--- src/rtl/mau_pkg.sv ---
// mau_pkg: shared state encodings and op layout for the memory access unit
package mau_pkg;
  typedef enum logic [2:0] {IDLE, RADDR, RDATA, WRITE, ERR} state_t;
  typedef struct packed {
    logic we;
    logic is_byte;
  } op_t;
endpackage

--- src/rtl/mau_byte_lane.sv ---
// mau_byte_lane: byte extract (zero-extended) and byte merge on the MSB lane
module mau_byte_lane #(
  parameter int WORD  = 4,
  parameter int WIDTH = 8
) (
  input  logic [WORD*WIDTH-1:0] word,
  input  logic [WIDTH-1:0]      data,
  output logic [WORD*WIDTH-1:0] ext,
  output logic [WORD*WIDTH-1:0] merged
);
  // ram_ad is the exact byte address, so the addressed byte always sits in the MSB lane
  assign ext    = {{(WORD-1)*WIDTH{1'b0}}, word[WORD*WIDTH-1 -: WIDTH]};
  assign merged = {data, word[(WORD-1)*WIDTH-1:0]};
endmodule

--- src/rtl/mem_access_unit.sv ---
// mem_access_unit: load/store initiator with byte load/store and range check
module mem_access_unit
  import mau_pkg::*;
#(
  parameter int WORD       = 4,
  parameter int WIDTH      = 8,
  parameter int ADDR_WIDTH = 8
) (
  input  logic        clk,
  input  logic        rst_n,
  input  logic        req_valid,
  output logic        req_ready,
  input  logic        req_we,
  input  logic        req_byte,
  input  logic [31:0] req_addr,
  input  logic [31:0] req_wdata,
  output logic        resp_valid,
  output logic        resp_err,
  output logic [31:0] resp_rdata,
  output logic [31:0] ram_ad,
  output logic [31:0] ram_d,
  output logic        ram_we,
  input  logic [31:0] ram_q
);
  state_t state, nxt;
  op_t op;
  logic [31:0] ext, merged;
  logic oor, load_rsp;
  mau_byte_lane #(.WORD(WORD), .WIDTH(WIDTH)) u_lane (
    .word(ram_q),
    .data(ram_d[WIDTH-1:0]),
    .ext(ext),
    .merged(merged)
  );
  assign oor = |req_addr[31:ADDR_WIDTH];
  always_ff @(posedge clk or negedge rst_n)
    if (!rst_n) begin
      state  <= IDLE;
      op     <= '0;
      ram_ad <= '0;
      ram_d  <= '0;
    end else begin
      state <= nxt;
      if (state == IDLE && req_valid) begin
        op     <= '{we: req_we, is_byte: req_byte};
        ram_ad <= req_addr;
        ram_d  <= req_wdata;
      end else if (state == RDATA && op.we) begin
        ram_d <= merged;
      end
    end
  always_comb begin
    nxt = state;
    unique case (state)
      IDLE:    if (req_valid) nxt = oor ? ERR : (req_we && !req_byte) ? WRITE : RADDR;
      RADDR:   nxt = RDATA;
      RDATA:   nxt = op.we ? WRITE : IDLE;
      default: nxt = IDLE;
    endcase
  end
  assign load_rsp   = state == RDATA && !op.we;
  assign req_ready  = state == IDLE;
  assign ram_we     = state == WRITE;
  assign resp_err   = state == ERR;
  assign resp_valid = load_rsp || ram_we || resp_err;
  assign resp_rdata = load_rsp ? (op.is_byte ? ext : ram_q) : '0;
endmodule

--- config.mk ---
export PLATFORM = sky130hd
export DESIGN_NAME = mem_access_unit
export DESIGN_NICKNAME = d
export VERILOG_FILES = /design/src/rtl/mau_pkg.sv /design/src/rtl/mau_byte_lane.sv /design/src/rtl/mem_access_unit.sv
export SDC_FILE = /design/constraint.sdc
export NUM_CORES = 1
export LEC_CHECK = 0
export BUFFER_PORTS_ARGS = -buffer_cell sky130_fd_sc_hd__buf_2
export CORE_MARGIN = 4
export CORE_UTILIZATION = 35
export CTS_CLUSTER_SIZE = 30
export DETAILED_ROUTE_END_ITERATION = 6
export SYNTH_ARGS = -nofsm -noshare
export SYNTH_HDL_FRONTEND = slang
export SYNTH_HIERARCHICAL = 1
export SYNTH_SLANG_ARGS = --single-unit
--- constraint.sdc ---
create_clock -name clk -period 3.6 [get_ports clk]
set_clock_uncertainty 0.05 [all_clocks]
set_input_delay 0 -clock clk [delete_from_list [all_inputs] [get_ports clk]]
set_output_delay 0 -clock clk [all_outputs]
set_load 0.03 [all_outputs]
Word level (Yosys, flattened, before mapping)

Index checks and enable logic that the tools add are counted.

Flip-flop bits (word level): 69
Bits in latches: 0
Memory bits (writable): 0
ROM bits: 0
Input port bits: 101
Output and inout port bits: 100
Logic and storage cells: 30
Memories: 0

Add/subtract/negate cells: 0
Multipliers: 0
Div/mod/pow operators: 0
Magnitude comparators: 0
Equal/unequal tests: 5
Shift operators: 0
Multiplexer cells: 9
Bitwise gates (word level): 0
Reduce and logical (&&, ||, !) cells: 11

Operators by type and width:

| kind               | number |
|---|---|
| $mux 32            | 4 |
| $reduce_or 24->1   | 1 |
| $pmux 3 s3         | 1 |
| $eq 3x2->1 const B | 2 |
| $mux 3             | 2 |
| $logic_and 1x1->1  | 4 |
| $mux 2             | 2 |
| $eq 3x1->1 const B | 1 |
| $eq 3x3->1 const B | 1 |
| $logic_not 3->1    | 1 |
| $logic_not 1->1    | 2 |
| $logic_or 1x1->1   | 2 |
| $ne 2x2->1 const B | 1 |
| $reduce_bool 2->1  | 1 |

Depth between registers and ports, before layout

Gate-level depths: netlist of run 1.

Word-level depth: 6
Depth in mapped cells: 7
Mapped depth without buffers: 4

Modules after synthesis

The synthesis of run 1 kept the hierarchy.

By module, submodules not included:

| module          | times used | cells an instance | area an instance (µm²) | seq. area each (µm²) |
|---|---|---|---|---|
| mem_access_unit | 1          | 316               | 3704.8                 | 1726.7 |
| mau_byte_lane   | 1          | 65                | 484.2                  | 0.0 |

Least setup slack after synthesis of run 1

Ideal clock, no wire load.

Path type: register to output
From: reg state[0]
To: out resp_rdata[22]
Data arrival time: 1.693 ns
Required time: 3.550 ns
Slack: 1.857 ns
Cell stages (with the launch flop): 7
Buffers on the path: 3
Path through: dfrtp_1 > or2_1 > buf_6 > or3b_1 > buf_6 > buf_8 > nor2_2

Cells in the longest elaborated chain, start to end: 3

Ends and longest elaborated chain:

| item                     | RTL line              | RTL |
|---|---|---|
| start: declaration       | mem_access_unit.sv:25 | `state_t state, nxt;` |
| start signal: assignment | mem_access_unit.sv:43 | `state <= nxt;` |
| $eq 3x2->1               | mem_access_unit.sv:61 | `assign load_rsp = state == RDATA && !op.we;` |
| $logic_and 1x1->1        | mem_access_unit.sv:61 |  |
| $mux 32                  | mem_access_unit.sv:66 | `assign resp_rdata = load_rsp ? (op.is_byte ? ext : ram_q) : '0;` |
| end: declaration         | mem_access_unit.sv:19 | `output logic [31:0] resp_rdata,` |

Every way passes these cells.

Worst setup path in the final report of run 1

From: reg state[0]
To: reg ram_d[15]

Cells in the longest elaborated chain, start to end: 3
Elaborated cells on any way between the ends: 6
Those cells by class: 1 x eq/ne; 1 x mux; 4 x reduce/logical

Ends and longest elaborated chain:

| item                                                          | RTL line                                     | RTL |
|---|---|---|
| $eq 3x2->1 or $logic_not 3->1 (tied branches)                 | mem_access_unit.sv:48, mem_access_unit.sv:44 |  |
| $logic_and 1x1->1, on equally long branches                   | mem_access_unit.sv:48, mem_access_unit.sv:44 |  |
| $reduce_bool 2->1 (no source line) or $mux 32 (tied branches) | n/a                                          |  |
| end signal: assignment                                        | mem_access_unit.sv:47                        | `ram_d <= req_wdata;` |
| end signal: assignment                                        | mem_access_unit.sv:49                        | `ram_d <= merged;` |
| end: declaration                                              | mem_access_unit.sv:21                        | `output logic [31:0] ram_d,` |

Parallel ways exist; a longest one is shown, timed or not.
A chain may end at the register's enable or synchronous reset.

==> impl_metrics.csv, run 1 <==
group,metric,value,unit
timing,tns,0,ps
layout,fin_nets,723,
clocking,clock_latency,320,ps
clocking,postCtsSetupBuffers,0,
detailed_routing,dr.pass1.iters,4,
worst_setup_path,crit_path_start,"state[0]",
timing,finalSetupViolCount,0,
logic_synthesis,syn_avg_cell_area,11.0,sq um
logic_synthesis,synthCells,381,
floorplan,fp-row-count,39,
clocking,numCtsBuffers,9,
floorplan,die-area,13800,sq um
clocking,cts.sinks,69,
logic_synthesis,syn-cell-area,4190,sq um
worst_setup_path,cp-end-kind,"flip-flop",
clocking,htree_levels,3,
timing,fin_hold_ws,305,ps
timing,maxSlewViolCount,0,
worst_setup_path,crit_fanout,41,
clocking,root_buffer,"clkbuf_16",
clocking,cts_tree,"built",
floorplan,dieWidth,117,microns
logic_synthesis,ys.flop_type,"dfrtp_1",
placement,post_dp_cell_area,4830,sq um
floorplan,io_pins,201,
layout,fin_cells,769,
placement,port-buffer-count,200,
logic_synthesis,ys_warn_count,6,
layout,fin_area,6040,sq um
clocking,clk_path_buf_depth,2,
global_route,grt_max_degree,70,
detailed_routing,vias,3445,
floorplan,die-height,117,microns
timing,max-slew-margin-rel,0.365,
detailed_routing,postRouteAntennaNets,0,
clocking,clkTransAtPathRegs,50,ps
worst_setup_path,endpoint,"ram_d[15]",
worst_setup_path,max_stage_delay,660,ps
layout,drive_gt1_frac,0.453,
timing,rsz0062_at_grt,"false",
logic_synthesis,async_reset_ff_frac,1.00,
global_route,antenna_found_initial,0,
detailed_routing,drc,0,
worst_setup_path,arrival,3040,ps
detailed_routing,drt_iter0_drc,113,
placement,place_congestion,0.755,
worst_setup_path,critPathKind,"reg2reg",
logic_synthesis,yosysSeqAreaShare,0.412,
worst_setup_path,crit_buf_inv,2,
detailed_routing,drt_wl_total,11.5,mm
logic_synthesis,ys_ff_latch,69,
worst_setup_path,cp_top_family,"simple AND/OR/NAND/NOR gates",
layout,area_growth,44.2,%
timing,setup_slack,680,ps
worst_setup_path,ff2ff_path_depth,6,
placement,dp_hpwl,7.66,mm
worst_setup_path,path_cells,"or2_1 -> nor2_4 -> buf_12 -> mux2i_1 -> dlygate4sd3_1 -> a21oi_1",
timing,hold_viol,0,
logic_synthesis,synthTopCellsByArea,"dfrtp_1 41%, mux2i_1 15%, buf_4 11%",
worst_setup_path,cp.depth,6,
layout,fin_util,0.522,
global_route,grt_pass1_wl,19.1,mm
logic_synthesis,synth-edff-count,0,
detailed_routing,avgViaCountPerCell,4.48,
layout,fillCellCount,1029,
global_route,gr-total-overflow,0,
timing,worstMarginPinSlew,952,ps
worst_setup_path,cp_data_required_time,3720,ps
logic_synthesis,yosys.area.top_type,"dfrtp_1",
power_and_ir_drop,ir_drop,0.192,mV
worst_hold_path,min_path_type,"in2async",
power_and_ir_drop,cellPowerDensity,447,nW/um^2
placement,dp_slack,1260,ps
global_route,grt_pass1_vias,3770,
floorplan,coreArea,11600,sq um
worst_setup_path,r2r_start,"state[0]",
worst_setup_path,cpMaxStageDelayCell,"nor2_4",
power_and_ir_drop,p_leak,2.89,nW
logic_synthesis,ys_types,28,
timing,fin_crit_sh,0.811,
timing,fin_crit,2920,ps
outcome,outcome,"completed",
worst_setup_path,reg2reg_setup_slack,680,ps
floorplan,start_util,0.362,
worst_setup_path,start_kind,"flip-flop",
worst_setup_path,r2r_end,"ram_d[15]",
power_and_ir_drop,total_power,2.70,mW
detailed_routing,wl_per_cell,14.9,microns
run,cap_violations,0,
timing,max_freq,342,MHz
global_route,grt_usage,0.170,
logic_synthesis,synth.top_cell.area_share,0.412,
placement,dp_cells,662,
[placed cells by master, fill, tap and decap left out, drive strengths merged]
| cell | n |
|---|---|
| clkbuf | 10 |
| dlygate4sd3 | 92 |
| diode | 1 |
| nor3b | 1 |
| buf | 202 |
| a21oi | 37 |
| clkinv | 1 |
| nor2b | 1 |
| nand4 | 1 |
| nor2 | 69 |
| nand2 | 4 |
| conb | 24 |
| mux2 | 34 |
| or2 | 1 |
| and4 | 1 |
| nand2b | 1 |
| mux2i | 64 |
| nand3 | 1 |
| dfrtp | 69 |
| nor4 | 4 |
| o31ai | 1 |
| or3b | 1 |
| o21ai | 1 |
| or4 | 2 |
| clkinvlp | 2 |
| bufinv | 1 |
[sequential cells by signal (all words and copies together) (netlist names)]
signal  cells
ram_d      32
op          2
state       3
ram_ad     32
[routing by layer]
layer | global-route usage | up-vias | wire, microns
met2 | 0.293 | 137 | 5670
li1 | - | 1705 | -
met4 | 0.0718 | 0 | 274
met1 | 0.209 | 1582 | 4930
met5 | 0 | - | 0
met3 | 0.0318 | 21 | 583
[where the power goes]
group | internal, mW | leakage, nW | switching [mW]
Clock | 0.545 | 0.136 | 0.311
Sequential | 0.900 | 0.786 | 0.0996
Combinational | 0.349 | 1.97 | 0.497
[Yosys cell counts, types with 2 or more instances]
| cell type | n |
|---|---|
| buf_2 | 5 |
| clkbuf_1 | 9 |
| a21oi_1 | 36 |
| nor2_4 | 24 |
| mux2i_1 | 64 |
| nand2_1 | 4 |
| dfrtp_1 | 69 |
| nor2_2 | 6 |
| buf_6 | 6 |
| mux2_2 | 34 |
| nor4_1 | 4 |
| buf_12 | 2 |
| nor2_1 | 39 |
| or4_1 | 2 |
| buf_4 | 64 |
[final cells by class]
type / instances / area (sq um) / share of cell area
Antenna cell: 1 / 2.50 / 0.000414
Clock inverter: 4 / 50.0 / 0.00829
Tap cell: 143 / 179 / 0.0296
Timing Repair Buffer: 294 / 1950 / 0.323
Clock buffer: 10 / 239 / 0.0396
Multi-Input combinational cell: 248 / 1890 / 0.313
Sequential cell: 69 / 1730 / 0.286
[how the worst min path moves through the flow]
stage | from | to | slack (ps)
floorplan | rst_n | op[0] | -350
global placement | rst_n | ram_ad[16] | 130
detailed placement | rst_n | ram_ad[17] | 140
CTS | rst_n | ram_ad[17] | 330
global route | req_addr[5] | ram_ad[5] | 400
finish | rst_n | ram_ad[18] | 310
[repair_timing]
action	CTS	global route
hold buffers	92	0
resized for setup	0	0
hold endpoints to repair	137	0
setup endpoints to repair	0	0
[kinds of logic (layout without fill, tap and decap cells)]
group | count (synthesis) | after routing | share of synthesized area
AOI/OAI and AO/OA | 39 | 39 | 0.0499
buffers and inverters | 87 | 308 | 0.158
DFF | 69 | 69 | 0.412
muxes | 98 | 98 | 0.244
other | 1 | 25 | 0.000895
and+or+nand+nor | 87 | 87 | 0.135
Note: power is estimated with default switching activity, not from simulation.
==> run 2, diff against run 1 <==
- clock period: 3.6 -> 2.7 ns (I/O delays scaled with it)
==> impl_metrics.csv, run 2 (synthesis results as in run 1) <==
group,metric,value,unit
power_and_ir_drop,ir_drop,0.303,mV
clocking,cts.sinks,69,
clocking,clk_path_buf_depth,2,
floorplan,fp-row-count,39,
detailed_routing,dr.pass1.iters,4,
power_and_ir_drop,p_leak,2.90,nW
timing,finalSetupViolCount,0,
worst_setup_path,arrival,2570,ps
floorplan,start_util,0.362,
global_route,grt_pass1_wl,19.2,mm
clocking,htree_levels,3,
placement,dp_slack,742,ps
layout,fin_cells,774,
layout,fillCellCount,1021,
outcome,outcome,"completed",
layout,fin_util,0.523,
clocking,clkTransAtPathRegs,50,ps
worst_setup_path,cp-end-kind,"flip-flop",
power_and_ir_drop,switching_share,0.336,
worst_setup_path,start_kind,"flip-flop",
timing,worstMarginPinSlew,969,ps
run,cap_violations,0,
worst_setup_path,critPathKind,"reg2reg",
detailed_routing,avgViaCountPerCell,4.52,
detailed_routing,drt_wl_total,11.8,mm
detailed_routing,vias,3499,
floorplan,die-height,117,microns
layout,seqCellArea,1730,sq um
layout,final_common_cell,"buf_2",
layout,fin_nets,725,
timing,rsz0062_at_grt,"false",
timing,maxSlewViolCount,0,
worst_hold_path,min_path_type,"in2reg",
worst_setup_path,cp_data_required_time,2850,ps
timing,max-slew-margin-rel,0.354,
clocking,clock_latency,330,ps
clocking,cts_tree,"built",
worst_setup_path,path_cells,"or2_1 -> nor2_4 -> buf_4 -> mux2i_1 -> dlygate4sd3_1 -> a21oi_1",
layout,area_growth,44.4,%
power_and_ir_drop,combPwrFrac,0.314,
worst_setup_path,crit_fanout,24,
floorplan,coreArea,11600,sq um
placement,dp_hpwl,7.88,mm
placement,place_congestion,0.740,
placement,port-buffer-count,200,
clocking,postCtsResizedCells,0,
layout,multi_input_area,1890,sq um
clocking,numCtsBuffers,9,
detailed_routing,postRouteAntennaNets,0,
worst_setup_path,max_stage_delay,590,ps
clocking,postCtsSetupBuffers,0,
layout,layout_common_cells,"199 x buf_2, 91 x dlygate4sd3_1, 68 x dfrtp_1",
timing,tns,0,ps
global_route,grt_max_degree,70,
power_and_ir_drop,p_clk_frac,0.319,
worst_setup_path,cpMaxStageDelayCell,"dlygate4sd3_1",
clocking,cts_hold_buf,91,
layout,top_regs,"ram_ad: 32 flops, ram_d: 32 flops, state: 3 flops",
clocking,root_buffer,"clkbuf_16",
floorplan,die-area,13800,sq um
power_and_ir_drop,sequentialPowerShare,0.367,
detailed_routing,wl_per_cell,15.2,microns
power_and_ir_drop,p_switching,1.22,mW
timing,hold_viol,0,
placement,dp_cells,665,
timing,max_freq,414,MHz
floorplan,io_pins,201,
global_route,grt_usage,0.174,
layout,drive_gt1_frac,0.455,
global_route,grt_pass1_vias,3807,
power_and_ir_drop,cellPowerDensity,598,nW/um^2
timing,fin_crit_sh,0.895,
global_route,gr-total-overflow,0,
detailed_routing,drc,0,
detailed_routing,drt_iter0_drc,93,
global_route,antenna_found_initial,2,
timing,setup_slack,283,ps
power_and_ir_drop,p_int,2.40,mW
timing,fin_crit,2420,ps
floorplan,dieWidth,117,microns
[run 2: per-stage QoR]
stage	hold slack (ps)	total power, mW	area (sq um)
floorplan	-346	2.09	4280
global placement	135	2.34	4840
detailed placement	138	2.36	4840
CTS	7.87	3.66	6040
global route	34.3	3.80	6050
finish	13.1	3.62	6050
[run 2: final timing paths]
path                            start         end  slack, ps  cells past startpoint
max in group asynchronous       rst_n       op[0]       1710                      2
hold / removal               ram_q[1]    ram_d[1]         10                      3
hold reg to reg            ram_ad[19]  ram_ad[19]        450                      1
min in group asynchronous       rst_n  ram_ad[16]        290                      2
setup / recovery             state[0]    ram_d[4]        280                      6
setup reg to reg             state[0]    ram_d[4]        280                      6
[run 2: critical path, delay by kind of cell, from the launching register on]
kind	cells	cell delay [ps]
buf+inv	2	990
simple gates	2	480
flops	1	420
mux	1	270
compound gates	1	60
[run 2: cell type report]
type / count / area share
clock inverters: 4 / 0.00786
diodes: 2 / 0.000828
well taps: 143 / 0.0296
multi-input cells: 248 / 0.312
repair buffers: 296 / 0.323
flip-flops and latches: 69 / 0.286
clock buffers: 12 / 0.0408
[run 2: routing by layer]
layer	GRT usage	vias up	routed length (microns)	share of wire
li1	-	1703	-	-
met1	0.203	1608	4900	0.42
met2	0.294	151	5800	0.49
met3	0.0356	37	635	0.054
met4	0.103	0	455	0.039
met5	0	-	0	0
[run 2: power by group through the flow]
stage	registers [mW]	clock network (mW)	logic, mW
6_report	1.33	1.16	1.14
5_1_grt	1.36	1.23	1.21
4_1_cts	1.33	1.20	1.14
3_5_place_dp	1.35	0	1.02
3_3_place_gp	1.34	0	1.00
2_1_floorplan	1.62	0	0.467
